$ cat src/rtl/run_ctrl_pkg.sv
// Shared run-control definitions: controller states and default sizing.
package run_ctrl_pkg;

    typedef enum logic [2:0] {
        S_IDLE,
        S_LOAD,
        S_RUN,
        S_DRAIN,
        S_DONE
    } state_t;

    localparam int unsigned WORD_W         = 3;
    localparam int unsigned ADDR_W         = 4;
    localparam int unsigned PROG_LEN_DEF   = 16;
    localparam int unsigned FIFO_DEPTH_DEF = 8;
    localparam logic [15:0] MAX_CYCLES_DEF = 16'd4095;

endpackage

$ cat src/rtl/out_fifo.sv
// Output FIFO for core results; a push into a full FIFO succeeds
// only when a pop happens in the same cycle.
module out_fifo
    import run_ctrl_pkg::*;
#(
    parameter int unsigned DEPTH = FIFO_DEPTH_DEF,
    parameter int unsigned W     = WORD_W,
    localparam int unsigned AW   = (DEPTH > 1) ? $clog2(DEPTH) : 1,
    localparam int unsigned CW   = AW + 1
) (
    input  logic          clk,
    input  logic          rst_n,
    input  logic          push,
    input  logic          pop,
    input  logic [W-1:0]  din,
    output logic [W-1:0]  dout,
    output logic          full,
    output logic          empty,
    output logic [CW-1:0] count
);

    logic [W-1:0]  mem [DEPTH];
    logic [AW-1:0] wr_ptr;
    logic [AW-1:0] rd_ptr;
    logic          push_ok;
    logic          pop_ok;

    assign empty   = (count == '0);
    assign full    = (count == CW'(DEPTH));
    assign pop_ok  = pop & ~empty;
    assign push_ok = push & (~full | pop_ok);
    assign dout    = empty ? '0 : mem[rd_ptr];

    always_ff @(posedge clk) begin
        if (push_ok) begin
            mem[wr_ptr] <= din;
        end
    end

    always_ff @(posedge clk or negedge rst_n) begin
        if (!rst_n) begin
            wr_ptr <= '0;
            rd_ptr <= '0;
            count  <= '0;
        end else begin
            if (push_ok) begin
                wr_ptr <= wr_ptr + 1'b1;
            end
            if (pop_ok) begin
                rd_ptr <= rd_ptr + 1'b1;
            end
            unique case ({push_ok, pop_ok})
                2'b10:   count <= count + 1'b1;
                2'b01:   count <= count - 1'b1;
                default: count <= count;
            endcase
        end
    end

endmodule

$ cat src/rtl/run_ctrl.sv
// Load-and-run controller: streams a program into pmem, releases the
// core, collects its outputs in a FIFO and drains them after halt.
module run_ctrl
    import run_ctrl_pkg::*;
#(
    parameter int unsigned PROG_LEN   = PROG_LEN_DEF,
    parameter int unsigned FIFO_DEPTH = FIFO_DEPTH_DEF,
    parameter logic [15:0] MAX_CYCLES = MAX_CYCLES_DEF
) (
    input  logic       clk,
    input  logic       rst_n,
    input  logic       start,
    input  logic       prog_valid,
    input  logic [2:0] prog_data,
    output logic       prog_ready,
    output logic       pmem_we,
    output logic [3:0] pmem_addr,
    output logic [2:0] pmem_wdata,
    output logic       core_rst_n,
    input  logic       core_halt,
    input  logic [2:0] core_out,
    input  logic       core_out_valid,
    output logic [2:0] out_data,
    output logic       out_valid,
    input  logic       out_ready,
    output logic       busy,
    output logic       done,
    output logic       overflow,
    output logic       timeout
);

    localparam int unsigned CW = $clog2(FIFO_DEPTH) + 1;

    state_t        state;
    logic [3:0]    lcnt;
    logic [15:0]   wdog;
    logic [15:0]   wd_nxt;
    logic          push;
    logic          pop;
    logic          full;
    logic          empty;
    logic [CW-1:0] fcount;
    logic          last_word;
    logic          halt_ev;
    logic          wd_ev;

    assign prog_ready = (state == S_LOAD);
    assign pmem_we    = prog_valid & prog_ready;
    assign pmem_addr  = lcnt;
    assign pmem_wdata = prog_data;

    assign busy = (state == S_LOAD) | (state == S_RUN) | (state == S_DRAIN);
    assign done = (state == S_DONE);

    assign out_valid = ~empty;
    assign pop       = out_valid & out_ready;
    assign push      = core_out_valid & (state == S_RUN);

    assign last_word = (lcnt == 4'(PROG_LEN - 1));
    assign wd_nxt    = (wdog == 16'hFFFF) ? wdog : wdog + 16'd1;
    // Halt only counts once the core is actually out of reset.
    assign halt_ev   = core_halt & core_rst_n;
    assign wd_ev     = (wd_nxt >= MAX_CYCLES);

    out_fifo #(
        .DEPTH(FIFO_DEPTH),
        .W    (WORD_W)
    ) u_fifo (
        .clk  (clk),
        .rst_n(rst_n),
        .push (push),
        .pop  (pop),
        .din  (core_out),
        .dout (out_data),
        .full (full),
        .empty(empty),
        .count(fcount)
    );

    always_ff @(posedge clk or negedge rst_n) begin
        if (!rst_n) begin
            state      <= S_IDLE;
            lcnt       <= '0;
            wdog       <= '0;
            core_rst_n <= 1'b0;
            overflow   <= 1'b0;
            timeout    <= 1'b0;
        end else begin
            core_rst_n <= 1'b0;
            if (push & full & ~pop) begin
                overflow <= 1'b1;
            end
            unique case (state)
                S_IDLE, S_DONE: begin
                    if (start) begin
                        state    <= S_LOAD;
                        lcnt     <= '0;
                        wdog     <= '0;
                        overflow <= 1'b0;
                        timeout  <= 1'b0;
                    end
                end
                S_LOAD: begin
                    if (pmem_we) begin
                        if (last_word) begin
                            state <= S_RUN;
                        end else begin
                            lcnt <= lcnt + 4'd1;
                        end
                    end
                end
                S_RUN: begin
                    wdog <= wd_nxt;
                    if (halt_ev) begin
                        state <= S_DRAIN;
                    end else if (wd_ev) begin
                        state   <= S_DRAIN;
                        timeout <= 1'b1;
                    end else begin
                        core_rst_n <= 1'b1;
                    end
                end
                S_DRAIN: begin
                    if (fcount == '0 && !push) begin
                        state <= S_DONE;
                    end
                end
                default: state <= S_IDLE;
            endcase
        end
    end

endmodule

$ cat config.mk
export PLATFORM = sky130hd
export DESIGN_NAME = run_ctrl
export DESIGN_NICKNAME = d
export VERILOG_FILES = /design/src/rtl/run_ctrl_pkg.sv /design/src/rtl/out_fifo.sv /design/src/rtl/run_ctrl.sv
export SDC_FILE = /design/constraint.sdc
export NUM_CORES = 1
export LEC_CHECK = 0
export BUFFER_PORTS_ARGS = -buffer_cell sky130_fd_sc_hd__buf_2
export CORE_MARGIN = 1.5
export CORE_UTILIZATION = 40
export DETAILED_ROUTE_END_ITERATION = 16
export PLACE_DENSITY = 0.62
export SLEW_MARGIN = 20
export SYNTH_ARGS = -nofsm -noshare
export SYNTH_HDL_FRONTEND = slang
export SYNTH_SLANG_ARGS = --single-unit
$ cat constraint.sdc
create_clock -name clk -period 2.8 [get_ports clk]
set_input_delay 0.14 -clock clk [delete_from_list [all_inputs] [get_ports clk]]
set_output_delay 0.14 -clock clk [all_outputs]
set_load 0.005 [all_outputs]
* Yosys cells after proc, flatten, opt, wreduce, memory -nomap -nowiden
Memory sizes are Yosys's and may differ from the RTL's. Index checks and enable logic that the tools add are counted.
Storage, ports and cells: bits in registers 36, latch bits 0, memory bits (writable) 24, ROM bits 0, input bits 13, output and inout port bits 18, memories kept 1
Memories:
- u_fifo.mem | depth 8, bits a word 3, rd ports 1, clocked after Yosys merged registers in 0, wr ports 1, RTL line out_fifo.sv:22 | logic [W-1:0] mem [DEPTH];
Cells by class: add/sub/neg operators 6, multipliers 0, divide/modulo/power cells 0, $lt $le $gt $ge 1, equality and inequality tests 17, shift operators 0, muxes and demuxes 28, bitwise logic cells 14, reduce and logical (&&, ||, !) cells 12
Operator list (number):
- 16-bit 2-to-1 mux | 2
- 16-bit one-hot mux with 2 select lines | 1
- 3-bit 2-to-1 mux | 7
- 16-bit by 1-bit adder with 16-bit output, second input constant | 1
- 16-bit equality test, second input constant | 1
- 16-bit by 12-bit greater-or-equal comparator with 1-bit output, second input constant | 1
- 4-bit one-hot mux with 2 select lines | 2
- 4-bit 2-to-1 mux | 3
- 3-bit one-hot mux with 4 select lines | 1
- 1-bit 2-to-1 mux | 11
- 4-bit by 1-bit adder with 4-bit output, second input constant | 2
- 1-bit bitwise AND | 8
- 4-bit equality test, second input constant | 2
- 2-bit inequality test, second input constant | 4
- 4-bit AND reduction | 2
- 3-bit by 1-bit adder with 3-bit output, second input constant | 2
- 3-bit by 2-bit equality test with 1-bit output, second input constant | 2
- 2-bit by 1-bit inequality test with 1-bit output, second input constant | 3
- 2-bit nonzero test | 3
- 5-bit AND reduction | 1
- 4-bit logical NOT | 1
- 4-bit by 1-bit subtractor with 4-bit output, second input constant | 1
- 3-bit by 1-bit equality test with 1-bit output, second input constant | 1
- 3-bit equality test, second input constant | 1
- 11 further kinds | 15

* Depth between registers and ports, before layout
depth after elaboration 8, mapped depth 11

* Cells and area by module
A second synthesis with hierarchy kept.
Unflattened totals: cells, all modules 313, area, all modules 3313.2 µm²
By module, submodules not included:
- run_ctrl | instances 1, cells an instance 204, area each 1726.7 µm², seq. area each 650.6 µm²
- out_fifo | instances 1, cells an instance 109, area each 1586.5 µm², seq. area each 970.9 µm²

* Worst setup path after synthesis
Ideal clock, no wire load.
kind register -> register, from register u_fifo.count[2], to register u_fifo.count[3], arrival 2468 ps, required time 2675 ps, path slack 207 ps, cell stages (with the launch flop) 12, path buffers 0, period minus slack after synthesis 2593 ps, cells stage by stage dfrtp_1 > nor4_1 > inv_1 > nand2_1 > inv_1 > ha_1 > ha_1 > a21o_1 > a21oi_1 > xnor2_1 > nor2_1 > xor2_1
Between the ends: word-level cells in the longest chain between the ends 8
Ends and longest elaborated chain:
- start, declared | RTL line out_fifo.sv:19 | output logic [CW-1:0] count
- start signal, assigned | RTL line out_fifo.sv:53 | 2'b10: count <= count + 1'b1;
- start signal, assigned | RTL line out_fifo.sv:54 | 2'b01: count <= count - 1'b1;
- start signal, assigned | RTL line out_fifo.sv:55 | default: count <= count;
- 4-bit logical NOT * | RTL line out_fifo.sv:28 | assign empty = (count == '0);
- 1-bit NOT * | RTL line run_ctrl.sv:55 | assign out_valid = ~empty;
- net out_valid | RTL line run_ctrl.sv:24 | output logic out_valid,
- 1-bit bitwise AND | RTL line run_ctrl.sv:56 | assign pop = out_valid & out_ready;
- 1-bit bitwise AND * | RTL line out_fifo.sv:30 | assign pop_ok = pop & ~empty;
- net u_fifo.pop_ok | RTL line out_fifo.sv:26 | logic pop_ok;
- 1-bit bitwise OR | RTL line out_fifo.sv:31 | assign push_ok = push & (~full | pop_ok);
- 1-bit bitwise AND | RTL line out_fifo.sv:31
- 2-bit by 1-bit equality test with 1-bit output / 2-bit equality test (equally long branches) | RTL line out_fifo.sv:52 | unique case ({push_ok, pop_ok})
- 4-bit one-hot mux with 2 select lines / 2-bit nonzero test (equally long branches)
Mark *: on every way through the listed nets, which the timed path passes. The rest lies on a longest branch. A chain may end at the register's enable or synchronous reset.

* Final worst setup path
from register u_fifo.count[2], to register u_fifo.count[3]
Between the ends: word-level cells in the longest chain between the ends 8
Ends and longest elaborated chain (RTL line):
- 4-bit logical NOT * | out_fifo.sv:28
- 1-bit NOT * | out_fifo.sv:30, run_ctrl.sv:55
- 1-bit bitwise AND | run_ctrl.sv:56
- 1-bit bitwise AND * | out_fifo.sv:30
- net u_fifo.pop_ok | out_fifo.sv:26
- 1-bit bitwise OR | out_fifo.sv:31
- 1-bit bitwise AND | out_fifo.sv:31
- 2-bit by 1-bit equality test with 1-bit output / 2-bit equality test (equally long branches) | out_fifo.sv:52
- 4-bit one-hot mux with 2 select lines / 2-bit nonzero test (equally long branches)
Marks and branches as above.

==> results.md <==
- Count leader, synth: dfrtp_1
- Clk_skew: 7.939 ps
- CTS buffer count: 9
- Vias after detailed routing: about 2200
- Clk slew on worst S/H paths: about 70 ps
- RR Endpoint: u_fifo.count[3]
- Antenna cell count: 0
- Dominant synthesized flop cell: dfrtp_1
- Switch share: 36.41%
- Largest net degree at the start of global routing: 37
- Clk buf depth: 2
- CP endpoint kind: flop
- CTS tree: yes
- Final setup violation count: 0
- Sequential element share of the synthesized area: between 50 and 60%
- FP Rows: 32
- Mapped Nets: 308
- Detailed Route Iter0 Violations: 76
- Power share of the clock group: 25.3%
- Post CTS Setup Buffer Count: 0
- Post-synth cell types: 54
- R2R depth: 11
- Hold endpoint: u_fifo.mem[7][2]
- Routed wire length: approximately 6300 microns
- RSZ-0062 raised after global routing: no
- Yosys reg bits: 60
- Critical R2R Launch: u_fifo.count[2]
- Layout cells sized above 1: 19.87%
- Port Buffers: 24
- Cell taking the most area after synthesis: dfrtp_1
- Switching pwr: 1.125 mW
- Max-slew headroom: 45.59%
- Reg power frac: between 40% and 50%
- Hold_sp: core_out[2]
- Initial antenna violation count: 0
- Max-Cap Viols: 0
- Critical setup path kind: reg -> reg
- Yosys top cell area share: 28.79%
- Clock sink count: 60
- Top post-synthesis cells by area: dfrtp_1 29%, edfxtp_1 23%, mux4_2 4.3%
- Worst-Margin Slew: 816.1 ps
- Chip width: a little over 90 microns
- Crit Path Max Fanout: 4
- Ports: 31
- Mapped cell area: 0.003129 sq mm
- Root buf cell: clkbuf_8
- Final worst path period need: 2448 ps
- Critical path buffer and inverter count: 2
- Drt wl/cell: 15.11 microns
- Slowest stage delay, CP: 420 ps
- Worst vdd ir: 0.5499 mV
- Hold Crit Class: in -> reg
- CP Data Arrival Time: 2670 ps
- Pleak: 1.460 nW
- Syn Inst Count: 287
- Critical path's slowest cell: dfrtp_1
- Power Dens Cells: 874.3 mW/mm^2
- Cell Area, Placed: approximately 0.0033 sq mm
- Async S/R FF share, synth: between 60% and 70%
- Outcome: finished, final reports clean
- Final Cell Area: 0.003536 sq mm
- Die height: 91.45 microns
- Reg2reg setup slack: 350 ps
- First-pass GRT wire length: 10940 microns
- Clock Latency Late Sink: roughly 340 ps
- Layout Utilization: 46.24%
- Slew Limit Fails: 0
- Pre-antenna DRT Iters: 5
- Total Neg Setup Slack: 0 ps
- Starting Density: approximately two fifths
- Post-synth EDFFs: 24
- Via density: 5.360
- Startpoint Class: flop
- Final period utilization: roughly 87%
- Vias in the first global route: between 2000 and 2500
- Internal power: 1.966 mW
- Final Hold Vio Count: 0
- DP HPWL: 4546 microns
- GP Congestion: 0.8422
- Total Power: 3.091 mW
- Global route overflow: 0
- DRC: 0
- Crit-path cells: nor4_1 > inv_1 > nand2_1 > inv_1 > ha_1 > ha_1 > a21o_1 > a21oi_1 > xnor2_1 > nor2_1 > xor2_1
- Total track usage: roughly 17%
- Most common library cells after synthesis: 36 x dfrtp_1, 29 x nand2_1, 28 x nor2_1, 24 x edfxtp_1, 16 x a21oi_1
- H-tree levels: 3
- Core Box Area: 0.007647 sq mm
- Layout area overhead: 12.99%
- Die ar.: 0.008363 sq mm
- ANT nets after route: 0
- Crit-path leading delay family: simple AND/OR/NAND/NOR gates
- Synth warn: 0
- Max frequency: 408.4 MHz
- Hold Crit Depth: 1
- CP Data Required Time: 3020 ps
- Comb pwr share: 33.2%
- Fillers: 719
- Syn avg cell area: 10.90 sq um
- Fin nets: 333
## sequential cells by signal, summed over array words and instances, names as in the netlist
signal / count
u_fifo.wr_ptr: 3
state: 3
timeout: 1
u_fifo.rd_ptr: 3
u_fifo.count: 4
overflow: 1
wdog: 16
pmem_addr: 4
core_rst_n: 1
u_fifo.mem: 24
## area by class of cell
cell class	instances	area (sq um)	share of cell area [%]
tap	102	127.6	3.609
multi-input combinational	200	1384	39.14
timing repair buffer	29	160.2	4.529
inverter	12	45.04	1.274
clock inverter	7	73.82	2.088
sequential	60	1622	45.86
clock buffer	9	123.9	3.503
## kinds of logic (layout without fill, tap and decap cells)
family	after synthesis	count (layout)	synth area share, %
DFF	60	60	51.82
AOI/OAI and AO/OA	54	54	11.16
adders and majority gates	8	8	3.439
buffers and inverters	27	57	3.958
and+or+nand+nor	109	109	18.31
muxes	17	17	7.957
xor gates and xnor gates	12	12	3.359
## layer usage
layer	global-route usage, %	vias to the layer above	wire length [microns]
li1	-	1101	-
met1	21.56	1099	2853
met2	27.67	41	3210
met3	4.606	5	221
met4	5.339	0	48
met5	0	-	0
## what timing repair did
action | CTS | global route
resized for setup | 0 | 0
hold endpoints to repair | 36 | 0
hold buffers | 1 | 0
## worst max path at each step
stage,endpoint,slack [ps],start,cells after the start
after floorplan,u_fifo.count[3],210,u_fifo.count[2],11
after global placement,u_fifo.count[3],470,u_fifo.count[2],11
after detailed placement,core_rst_n,390,wdog[0],7
after CTS,u_fifo.count[3],350,u_fifo.count[2],11
after global routing,u_fifo.count[3],70,u_fifo.count[2],11
final,u_fifo.count[3],350,u_fifo.count[2],11
## power by group through the flow
| stage | Clock [mW] | Combinational [mW] | Sequential, mW |
|---|---|---|---|
| 2_1_floorplan | 0 | 0.819 | 1.18 |
| 3_3_place_gp | 0 | 1.00 | 1.29 |
| 3_5_place_dp | 0 | 1.03 | 1.30 |
| 4_1_cts | 0.807 | 1.04 | 1.28 |
| 5_1_grt | 0.852 | 1.17 | 1.32 |
| 6_report | 0.781 | 1.03 | 1.28 |
## metrics by stage
| stage | worst slack [ps] | instances | hold WS, ps |
|---|---|---|---|
| 6_report | 351.7 | 419 | 85.03 |
| 3_5_place_dp | 385.4 | 402 | 280.0 |
| 3_3_place_gp | 468.7 | 402 | 279.3 |
| 2_1_floorplan | 206.8 | 287 | -155.6 |
| 5_1_grt | 72.86 | 419 | 84.78 |
| 4_1_cts | 345.0 | 419 | 74.71 |
## cell usage in the layout (no fill, tap or decap), types with 3 or more instances in the layout
cell	n
dfrtp_1	36
nand2_1	29
nor2_1	28
buf_2	24
edfxtp_1	24
a21oi_1	16
inv_1	12
o21ai_0	12
clkbuf_8	9
mux2i_1	8
nor3_1	7
nand4_1	7
a31oi_1	7
ha_1	7
mux4_2	6
nand3_1	6
xor2_1	6
xnor2_1	6
and2_1	4
and3_1	4
buf_4	4
nor4_1	3
nor3b_1	3
nand2b_1	3
mux2_2	3
a22o_1	3
o22a_1	3
No activity file was read; power rests on OpenSTA's default activity.
